===== config.mk =====
export PLATFORM = sky130hd
export DESIGN_NAME = parity_checker_serial_flat
export DESIGN_NICKNAME = d
export VERILOG_FILES = /design/src/rtl/parity_pkg.sv /design/src/rtl/parity_checker_serial_if.sv /design/src/rtl/parity_checker_serial_sat_counter.sv /design/src/rtl/parity_checker_serial.sv /design/src/flat_wrapper.sv
export SDC_FILE = /design/constraint.sdc
export NUM_CORES = 1
export LEC_CHECK = 0
export CAP_MARGIN = 20
export CELL_PAD_IN_SITES_DETAIL_PLACEMENT = 1
export CELL_PAD_IN_SITES_GLOBAL_PLACEMENT = 1
export CORE_MARGIN = 3
export CORE_UTILIZATION = 40
export DETAILED_ROUTE_END_ITERATION = 10
export HOLD_SLACK_MARGIN = 0.06
export PLACE_DENSITY_LB_ADDON = 0.1
export SLEW_MARGIN = 15
export SYNTH_ARGS = -nofsm -noshare
export SYNTH_HDL_FRONTEND = slang
export SYNTH_SLANG_ARGS = --single-unit

===== constraint.sdc =====
create_clock -name clk -period 3.1 [get_ports clk]
set_clock_uncertainty 0.05 [all_clocks]
set_input_delay 0.465 -clock clk [delete_from_list [all_inputs] [get_ports clk]]
set_output_delay 0.465 -clock clk [all_outputs]
set_load 0.02 [all_outputs]

===== src/rtl/parity_pkg.sv =====
// Shared definitions for the serial parity link: receiver FSM encoding and
// the parity-mode constants also used by the 4-bit parity generator.
package parity_pkg;

    typedef enum logic [1:0] {
        IDLE   = 2'd0,
        DATA   = 2'd1,
        PARITY = 2'd2
    } state_e;

    localparam logic PAR_EVEN = 1'b0;
    localparam logic PAR_ODD  = 1'b1;

    // chk is the XOR of all data bits and the received parity bit.
    function automatic logic parity_error(input logic chk, input logic mode);
        return (mode == PAR_ODD) ? ~chk : chk;
    endfunction

endpackage


===== src/rtl/parity_checker_serial_if.sv =====
// Bundle of the serial parity receiver's link-side and status signals.
// master = the side feeding bits, slave = the receiver.
interface parity_checker_serial_if #(
    parameter int DATA_WIDTH = 4,
    parameter int CNT_WIDTH  = 8
);
    logic                  din;
    logic                  din_valid;
    logic                  parity_mode;
    logic                  sync;
    logic                  clr_count;
    logic [DATA_WIDTH-1:0] data_out;
    logic                  data_ready;
    logic                  parity_err;
    logic [CNT_WIDTH-1:0]  err_count;

    modport master (
        output din, din_valid, parity_mode, sync, clr_count,
        input  data_out, data_ready, parity_err, err_count
    );

    modport slave (
        input  din, din_valid, parity_mode, sync, clr_count,
        output data_out, data_ready, parity_err, err_count
    );
endinterface


===== src/rtl/parity_checker_serial_sat_counter.sv =====
// Saturating up-counter with synchronous clear; clear wins over increment.
// Reusable by any link monitor that counts events.
module sat_counter #(
    parameter int CNT_WIDTH = 8
) (
    input  logic                 clk,
    input  logic                 rst_n,
    input  logic                 inc_i,
    input  logic                 clr_i,
    output logic [CNT_WIDTH-1:0] count_o
);
    localparam logic [CNT_WIDTH-1:0] CNT_MAX = '1;

    logic [CNT_WIDTH-1:0] count_q;
    logic [CNT_WIDTH-1:0] count_d;

    // NOTE: give every always_comb output a default first so no path leaves it unassigned (latch).
    always_comb begin
        count_d = count_q;
        if (clr_i) begin
            count_d = '0;
        end else if (inc_i && (count_q != CNT_MAX)) begin
            count_d = count_q + 1'b1;
        end
    end

    // NOTE: sequential state uses non-blocking (<=) so all flops update together at the edge.
    always_ff @(posedge clk or negedge rst_n) begin
        if (!rst_n) begin
            count_q <= '0;
        end else begin
            count_q <= count_d;
        end
    end

    assign count_o = count_q;
endmodule


===== src/rtl/parity_checker_serial.sv =====
// Receiver end of the serial parity link: deserialises LSB-first data plus a
// parity bit, checks even/odd parity and keeps a saturating error count.
module parity_checker_serial
    import parity_pkg::*;
#(
    parameter int DATA_WIDTH = 4,
    parameter int CNT_WIDTH  = 8
) (
    input  logic                    clk,
    input  logic                    rst_n,
    parity_checker_serial_if.slave  link
);
    localparam int BW = $clog2(DATA_WIDTH + 1);

    state_e                state_q;
    logic [BW-1:0]         cnt_q;
    logic [DATA_WIDTH-1:0] shift_q;
    logic [DATA_WIDTH-1:0] shift_d;
    logic [DATA_WIDTH-1:0] data_out_q;
    logic                  parity_err_q;
    logic                  data_ready_q;

    logic                  last_data_bit;
    logic                  frame_done;
    logic                  frame_err;

    // Write the incoming bit into the slot selected by the bit counter.
    always_comb begin
        shift_d = shift_q;
        for (int i = 0; i < DATA_WIDTH; i++) begin
            if (cnt_q == BW'(i)) begin
                shift_d[i] = link.din;
            end
        end
    end

    assign last_data_bit = (cnt_q == BW'(DATA_WIDTH - 1));
    assign frame_done    = (state_q == PARITY) && link.din_valid && !link.sync;
    assign frame_err     = parity_error((^shift_q) ^ link.din, link.parity_mode);

    always_ff @(posedge clk or negedge rst_n) begin
        if (!rst_n) begin
            state_q      <= IDLE;
            cnt_q        <= '0;
            shift_q      <= '0;
            data_out_q   <= '0;
            parity_err_q <= 1'b0;
            data_ready_q <= 1'b0;
        end else begin
            data_ready_q <= 1'b0;
            if (link.sync) begin
                // Resync drops the partial frame; a same-cycle bit starts a new one.
                if (link.din_valid) begin
                    state_q <= DATA;
                    cnt_q   <= BW'(1);
                    shift_q <= DATA_WIDTH'(link.din);
                end else begin
                    state_q <= IDLE;
                    cnt_q   <= '0;
                end
            end else if (link.din_valid) begin
                case (state_q)
                    IDLE: begin
                        state_q <= DATA;
                        cnt_q   <= BW'(1);
                        shift_q <= DATA_WIDTH'(link.din);
                    end
                    DATA: begin
                        shift_q <= shift_d;
                        cnt_q   <= cnt_q + 1'b1;
                        if (last_data_bit) begin
                            state_q <= PARITY;
                        end
                    end
                    PARITY: begin
                        data_out_q   <= shift_q;
                        parity_err_q <= frame_err;
                        data_ready_q <= 1'b1;
                        state_q      <= IDLE;
                        cnt_q        <= '0;
                    end
                    default: begin
                        state_q <= IDLE;
                        cnt_q   <= '0;
                    end
                endcase
            end
        end
    end

    sat_counter #(
        .CNT_WIDTH (CNT_WIDTH)
    ) u_err_cnt (
        .clk     (clk),
        .rst_n   (rst_n),
        .inc_i   (frame_done && frame_err),
        .clr_i   (link.clr_count),
        .count_o (link.err_count)
    );

    assign link.data_out   = data_out_q;
    assign link.parity_err = parity_err_q;
    assign link.data_ready = data_ready_q;
endmodule


===== src/flat_wrapper.sv =====
// flat-port wrapper written by rule: the top's interface ports become plain ports
module parity_checker_serial_flat import parity_pkg::*;
#(
    parameter int DATA_WIDTH = 4,
    parameter int CNT_WIDTH  = 8
)
  (clk, rst_n, link_din, link_din_valid, link_parity_mode, link_sync, link_clr_count, link_data_out, link_data_ready, link_parity_err, link_err_count);
  parity_checker_serial_if #(.DATA_WIDTH(DATA_WIDTH), .CNT_WIDTH(CNT_WIDTH)) link_i ();
  input  logic clk;
  input  logic rst_n;
  input wire logic [$bits(link_i.din)-1:0] link_din;
  input wire logic [$bits(link_i.din_valid)-1:0] link_din_valid;
  input wire logic [$bits(link_i.parity_mode)-1:0] link_parity_mode;
  input wire logic [$bits(link_i.sync)-1:0] link_sync;
  input wire logic [$bits(link_i.clr_count)-1:0] link_clr_count;
  output wire logic [$bits(link_i.data_out)-1:0] link_data_out;
  output wire logic [$bits(link_i.data_ready)-1:0] link_data_ready;
  output wire logic [$bits(link_i.parity_err)-1:0] link_parity_err;
  output wire logic [$bits(link_i.err_count)-1:0] link_err_count;
  assign link_i.din = link_din;
  assign link_i.din_valid = link_din_valid;
  assign link_i.parity_mode = link_parity_mode;
  assign link_i.sync = link_sync;
  assign link_i.clr_count = link_clr_count;
  assign link_data_out = link_i.data_out;
  assign link_data_ready = link_i.data_ready;
  assign link_parity_err = link_i.parity_err;
  assign link_err_count = link_i.err_count;
  parity_checker_serial #(.DATA_WIDTH(DATA_WIDTH), .CNT_WIDTH(CNT_WIDTH)) u_core (.clk(clk), .rst_n(rst_n), .link(link_i));
endmodule

* After elaboration in Yosys (flattened, before gate mapping) *
Cells that the tools add are included.

storage, ports and cells
  register bits = 23

operators by class
  eq/ne operators = 10
  muxes and demuxes = 23
  add/subtract/negate cells = 2
  reduce and logical (&&, ||, !) cells = 17
  bitwise logic cells = 3

operators with widths
  operator             number
  $mux 8               2
  $reduce_and 3->1     5
  $mux 4               3
  $ne 3x2->1 const B   4
  $mux 1               10
  $add 8x1->8 const B  1
  $ne 8x8->1 const B   1
  $pmux 4 s2           1
  $eq 3x2->1 const B   2
  $mux 2               3
  $mux 3               2
  $pmux 3 s2           1
  $logic_and 1x1->1    4
  $pmux 2 s2           1
  $reduce_bool 2->1    2
  $reduce_xor 4->1     1
  $add 3x1->3 const B  1
  $eq 3x1->1 const B   1
  $logic_not 3->1      1
  $reduce_bool 3->1    1
  $eq 2x1->1 const B   1
  $eq 2x2->1 const B   1
  $logic_not 2->1      1
  $not 1->1            2
  other kinds (3)      3

* Longest topological paths before layout *
Gate-level depths: netlist of run 1.

  depth in word-level cells = 8
  gate-level depth with buffers = 7
  mapped depth without buffers = 5

* Modules after synthesis *
Synthesis of run 1 repeated with hierarchy kept, for this count alone.

second synthesis, totals
  cell total of the unflattened synthesis = 116
  area total of the unflattened synthesis = 1261.2 um^2

by module, submodules not included
  module                 sequential area each (um^2)  area an instance (um^2)  cells each  instances
  parity_checker_serial  375.4                        797.0                    67          1
  sat_counter            200.2                        464.2                    49          1

* Worst setup path after synthesis of run 1 *
No wires, ideal clock.

  path kind = input to register
  start point = input link_din_valid
  end point = register u_core.u_err_cnt.count_q[7] (netlist: u_core.u_err_cnt.count_o[7])
  library setup time = 0.127 ns
  stages on the path = 4
  slack = 1.043 ns
  arrival time = 1.880 ns
  cell sequence = clkbuf_1 > or3b_1 > or4_1 > mux2_1

on the way
  word-level cells in the longest chain between the ends = 5

ends and longest elaborated chain
  what                             RTL line                                 RTL
  from (decl)                      flat_wrapper.sv:12                       input wire logic [$bits(link_i.din_valid)-1:0] link_din_valid;
  $logic_and 1x1->1 (2 in series)  parity_checker_serial.sv:38              assign frame_done = (state_q == PARITY) && link.din_valid && !link.sync;
  $logic_and 1x1->1                parity_checker_serial.sv:96              .inc_i (frame_done && frame_err),
  $logic_and 1x1->1                parity_checker_serial_sat_counter.sv:22  end else if (inc_i && (count_q != CNT_MAX)) begin
  $reduce_bool 2->1 (no line)      -
  to (signal assigned)             parity_checker_serial_sat_counter.sv:32  count_q <= count_d;
  to (decl)                        parity_checker_serial_sat_counter.sv:14  logic [CNT_WIDTH-1:0] count_q;

Every way passes these cells.
A chain may end at the register's enable or synchronous reset.

* Worst setup path after layout of run 1 *
  start point = input link_sync
  end point = register u_core.u_err_cnt.count_q[6] (netlist: u_core.u_err_cnt.count_o[6])

on the way
  word-level cells in the longest chain between the ends = 5

ends and longest elaborated chain
  what                         RTL line                                 RTL
  from (decl)                  flat_wrapper.sv:14                       input wire logic [$bits(link_i.sync)-1:0] link_sync;
  $logic_not 1->1              parity_checker_serial.sv:38
  $logic_and 1x1->1            parity_checker_serial.sv:38
  $logic_and 1x1->1            parity_checker_serial.sv:96
  $logic_and 1x1->1            parity_checker_serial_sat_counter.sv:22
  $reduce_bool 2->1 (no line)  -

Every way passes these cells.

==> metrics.txt, run 1 <==
gr usage total 0.170; final setup TNS 0 ns; Synth Flop Type dfrtp_1; register bit count reported by yosys 23; post-synthesis compound-gate area fraction 0.153; fmax 418 MHz; RSZ-0062 raised after global routing no; syn_area_per_cell 9.49 um2; number of cell rows 19; initial core utilization 0.436; Yosys cell types 33; Slew HR 0.714; CP Launch Type input port; CP top delay family simple AND/OR/NAND/NOR gates; I/O Pins 21; Tightest Pin Transition 0.428 ns; Leakage Power 0.664 nW; Die Width slightly above 60 um; Peak VDD IR about 160 uV; Setup crit start link_sync; Post-Syn Area between 1000 and 1500 um2; Worst R2R End u_core.u_err_cnt.count_o[6]; die area 3810 um2; die span in y 61.8 um; instance count on the critical path 6; sequential cell area fraction in the yosys report 0.463; most frequent cells in the layout 23 x dfrtp_1, 22 x nand2_1, 20 x clkdlybuf4s50_1; worst setup path end u_core.u_err_cnt.count_o[6]; hold_buf cts 0; htree depth 1; maxcap violations 0; CP Data Arrival Time 2.55 ns; Fin. Hold Viols 0; DR vias/cell 5.68; core outline area 2850 um2; Starting DRT DRC Count 27; Post-Route WL 2.88 mm; post-cts sizing count 0; CTS max path bufs 2; WP data required 3.25 ns; FF-to-FF path depth 5; final core utilization 0.533; Crit Reg-Reg Startpoint u_core.state_q[1]; Hold Crit Class reg2reg; largest family of logic cells by synthesized area simple AND/OR/NAND/NOR gates; endpoints failing setup 0; Yosys warning total 0; most common cell after layout, fill and taps aside dfrtp_1; post-synthesis xor/xnor area fraction 0.0392; Adder-Cell Fraction of Synth Area 0.0604; Slowest cell on crit path clkdlybuf4s50_1; area delta synth->final 22.2%; WP buf/inv 2; worst path cell trace clkdlybuf4s50_1 -> nand2b_1 -> or3b_1 -> buf_4 -> nor4_1 -> mux2_2; Simple-Gate Fraction of Synth Area 0.212; period utilization 0.772; antenna violations before repair 0; R2R Setup Slk about 1.0 ns; Post-synth EDFFs 0; drt pass-1 iters 4; type of the worst setup path in2reg; status finished clean; Final Slew Violations 0; TritonCTS Buffers 3; IO Port Bufs 20; setup bufs post-CTS 0; first-pass GRT wire length between 4 and 5 mm; CTS tree done; DRC viols 0; root buffer cell clkbuf_4; Syn Nets 144; Worst-path clk slew ~0.13 ns; grt total ovfl 0; vias in the first global route approximately 1000; vias post-DR 1050; Pwr per Cell Area 368 nW/um2; FFs w/ async S/R, synth 1.00; drt wl/cell 15.5 um; crit-path max FO 19; multiplexer share of the synthesized area 0.0362; max incr delay on CP 0.53 ns; Gate Count Post-Synth 131; Final min period approximately 2.4 ns; number of routed nets with antenna violations 0; proportion of layout cells with a drive suffix above 1 0.0779; largest net degree at the start of global routing 24; CTS sink count 23; Final nets 168; DP HPWL ~2.2 mm; clock latency on the worst-skew pair 0.30 ns; CP Capture Type flop; GPL Wtd Cong 0.739; Antenna Cells 0
[registers in the layout, indices dropped and copies added (netlist names)]
name	flops
u_core.u_err_cnt.count_o	8
u_core.state_q	2
u_core.link.data_ready	1
u_core.cnt_q	3
u_core.shift_q	4
u_core.link.parity_err	1
u_core.link.data_out	4
[tightest hold or removal path, cell delays in order, from the launching register on]
cell and delay, ns:
dfrtp_1 0.37, nand2_1 0.05, nand2_1 0.05
[layout make-up]
class	instances	area, um2
fill	342	1330
clock buffer	4	26.3
sequential	23	576
timing repair buffer	24	230
tap	31	38.8
multi-input combinational	96	623
inverter	7	26.3
[cells by family after synthesis]
family,Yosys count
adder cells (fa/ha/maj),6
buffers and inverters,12
multiplexers,4
AO/OA/AOI/OAI,30
XOR/XNOR,4
flip-flops,23
AND/OR/NAND/NOR,52
[worst min path at each step]
stage                            startpoint                           to  depth (start not counted)
floorplan                             rst_n              u_core.cnt_q[0]                          0
global placement    u_core.link.data_out[2]      u_core.link.data_out[2]                          2
detailed placement  u_core.link.data_out[3]      u_core.link.data_out[3]                          2
CTS                                   rst_n      u_core.link.data_out[2]                          2
global route                          rst_n  u_core.u_err_cnt.count_o[2]                          2
finish              u_core.link.data_out[3]      u_core.link.data_out[3]                          2
[routing by layer]
layer,up-vias,share of wire,global-route usage
li1,510,-,-
met2,18,0.48,0.275
met3,2,0.026,0.0248
met1,520,0.49,0.243
met5,-,0,0
met4,0,0.0066,0.0364
[synthesized netlist by cell type (all sizes together) (2+ instances only)]
library cell	n	share of area
dfrtp	23	0.46
nand2	22	0.066
a21oi	9	0.036
o21ai	8	0.032
inv	7	0.021
nor2	7	0.021
ha	6	0.060
clkbuf	5	0.015
o31ai	5	0.030
or4	5	0.030
mux2	4	0.036
nand3	3	0.012
nor2b	3	0.015
nor4	3	0.015
and3	2	0.010
nand2b	2	0.010
or3b	2	0.014
xnor2	2	0.014
[per-stage QoR]
| step | instance area, um2 | instances | total power [W] | setup WS, ns | hold slack, ns |
|---|---|---|---|---|---|
| 2_1_floorplan | 1240 | 131 | 0.000382 | 1.04 | 0.119 |
| 3_3_place_gp | 1490 | 181 | 0.000420 | 0.439 | 0.412 |
| 3_5_place_dp | 1490 | 181 | 0.000425 | 0.381 | 0.424 |
| 4_1_cts | 1520 | 185 | 0.000567 | 0.708 | 0.456 |
| 5_1_grt | 1520 | 185 | 0.000595 | 0.589 | 0.448 |
| 6_report | 1520 | 185 | 0.000559 | 0.706 | 0.445 |
[power by group]
group	switching (W)	total, W	internal [W]
logic	0.0000543	0.0000985	0.0000442
clock network	0.0000909	0.000141	0.0000501
registers	0.0000101	0.000320	0.000310
total	0.000155	0.000559	0.000404
(Power assumes the default switching activity.)
==> inputs of run 2 (changes only) <==
--- a/config.mk
+++ b/config.mk
@@ -9,7 +9,7 @@
 export CELL_PAD_IN_SITES_DETAIL_PLACEMENT = 1
 export CELL_PAD_IN_SITES_GLOBAL_PLACEMENT = 1
 export CORE_MARGIN = 3
-export CORE_UTILIZATION = 40
+export CORE_UTILIZATION = 36
 export DETAILED_ROUTE_END_ITERATION = 10
 export HOLD_SLACK_MARGIN = 0.06
 export PLACE_DENSITY_LB_ADDON = 0.1
==> constraint.sdc (replaced) <==
create_clock -name clk -period 1.97 [get_ports clk]
set_clock_uncertainty 0.05 [all_clocks]
set_input_delay 0.2955 -clock clk [delete_from_list [all_inputs] [get_ports clk]]
set_output_delay 0.2955 -clock clk [all_outputs]
set_load 0.02 [all_outputs]
==> run 2 against run 1 <==
  * The run now ends with setup timing left
  * Clock-buffer cell count down 1
  * Critical path depth down 2
  * Cell count up 14%
  * Utilization down 0.14 points
  * Final area up 11%
  * Global-route usage down 0.91 points
  * Setup slack worse by 0.75 ns
  * Highest routed layer unchanged
  * Die area up 10%
  * Worst hold slack worse by 0.17 ns
  * Sequential power up 56%
  * Sequential cell count unchanged
==> metrics.txt, run 2 (synthesis gave the netlist of run 1 again) <==
status finished, violations left; failing checks setup timing; DRC viols 0; vias in the first global route 1133; Final Slew Violations 0; R2R Setup Slk -0.04 ns; CTS sink count 23; Hold Crit Class in2async; root buffer cell clkbuf_4; Peak VDD IR 371 uV; CTS tree done; die span in y 64.8 um; gr usage total 0.161; Inst Count DP 206; clock latency on the worst-skew pair 0.31 ns; crit-path max FO 2; antenna violations before repair 0; TritonCTS Buffers 3; first-pass GRT wire length approximately 5.3 mm; Crit Reg-Reg Startpoint u_core.shift_q[1]; Finished Cell Area 1690 um2; Worst R2R End u_core.u_err_cnt.count_o[7]; endpoints failing setup 2; Leakage Power 0.768 nW; Worst-path clk slew around 0.13 ns; Net Sw Power 0.000268 W; type of the worst setup path reg2reg; Sequential Power Share 0.536; RSZ-0062 raised after global routing yes; Setup crit start u_core.shift_q[1]; Die Width 64.8 um; CP Data Arrival Time approximately 2.2 ns; max reg flops 8; FF-to-FF path depth 4; worst setup path end u_core.u_err_cnt.count_o[7]; Tightest Pin Transition roughly 0.44 ns; DR vias/cell about 5.1; CP Launch Type flop; Gate power share 0.222; Placed Area 1600 um2; proportion of layout cells with a drive suffix above 1 0.180; DP HPWL 2.27 mm; largest net degree at the start of global routing 24; IO Port Bufs 20; Antenna Cells 0; WP data required between 2 and 2.5 ns; final worst setup slack -0.0446 ns; hold_buf cts 0; period utilization 1.02; most common cell after layout, fill and taps aside dfrtp_1; Post-Route WL 3.05 mm; I/O Pins 21; final setup TNS -0.0630 ns; vias post-DR 1086; core outline area roughly 3200 um2; Pwr per Cell Area 550 nW/um2; CTS max path bufs 2; most frequent cells in the layout 23 x dfrtp_1, 22 x nand2_1, 18 x clkdlybuf4s50_1; drt pass-1 iters 4; drt wl/cell 14.5 um; sw frac 0.288; Slew HR 0.709; worst slack, placed -0.476 ns; GPL Wtd Cong around 0.8; maxcap violations 0; Starting DRT DRC Count 50; fin cells 211; Internal approximately 0.00066 W; fmax 496 MHz; initial core utilization 0.391; Final min period 2.01 ns; number of routed nets with antenna violations 0; CP Capture Type flop; number of cell rows 20; htree depth 1; grt total ovfl 0; Final nets 181; area delta synth->final 35.8%; die area 4200 um2; Fin. Hold Viols 0; clock share of power 0.242
run 2: cell count changes in the layout (fill, tap and decap cells not counted):
cell and change:
buf_4 +11, mux2_4 +3, buf_6 +2, clkdlybuf4s50_1 -2
mux2_2 -2, nor4_1 -2, nor4_4 +2, clkbuf_1 -1
clkinv_2 +1, dlygate4sd2_1 +1, dlymetal6s2s_1 +1, mux2_1 -1
or4_1 -1, or4_4 +1
run 2: how the worst min path moves through the flow:
stage | start | endpoint | depth (start not counted)
2_1_floorplan | rst_n | u_core.cnt_q[0] | 0
3_3_place_gp | u_core.link.data_out[2] | u_core.link.data_out[2] | 2
3_5_place_dp | u_core.link.data_out[3] | u_core.link.data_out[3] | 2
4_1_cts | rst_n | u_core.u_err_cnt.count_o[2] | 2
5_1_grt | rst_n | u_core.u_err_cnt.count_o[0] | 2
6_report | rst_n | u_core.u_err_cnt.count_o[0] | 2
run 2: cell type report:
type                            count  area [um2]
Tap cell                           44        55.1
Multi-Input combinational cell     96         668
Sequential cell                    23         576
Clock buffer                        3        22.5
Timing Repair Buffer               37         337
Fill cell                         396        1490
Clock inverter                      1        5.00
Inverter                            7        26.3
run 2: routing by layer:
metal,wire [um],GRT usage,vias up
li1,-,-,544
met1,1430,0.204,527
met2,1510,0.278,13
met3,95,0.0381,2
met4,18,0.0317,0
met5,0,0,-
run 2: stage by stage:
stage          utilization  power (W)  hold WS, ns
2_1_floorplan            -   0.000601      -0.0501
3_3_place_gp         0.504   0.000688        0.407
3_5_place_dp         0.504   0.000698        0.426
4_1_cts              0.522   0.000927        0.277
5_1_grt              0.531   0.000984        0.295
6_report             0.531   0.000930        0.274
run 2: power groups by stage:
stage          Sequential, W  Clock, W  Combinational [W]
3_3_place_gp        0.000507         0           0.000181
6_report            0.000499  0.000225           0.000206
5_1_grt             0.000502  0.000256           0.000226
2_1_floorplan       0.000512         0          0.0000891
4_1_cts             0.000499  0.000235           0.000193
3_5_place_dp        0.000509         0           0.000190
run 2: critical path: stages, from the launching register on:
cell	delay (ns)
dfrtp_1	0.41
xor2_1	0.17
xnor3_1	0.45
or4_4	0.53
mux2_4	0.31
run 2: repair_timing:
item | 4_1_cts | 5_1_grt
setup buffers | 1 | 0
gates resized for setup | 6 | 6
setup endpoints to repair | 8 | 8
pin swaps | 4 | 4
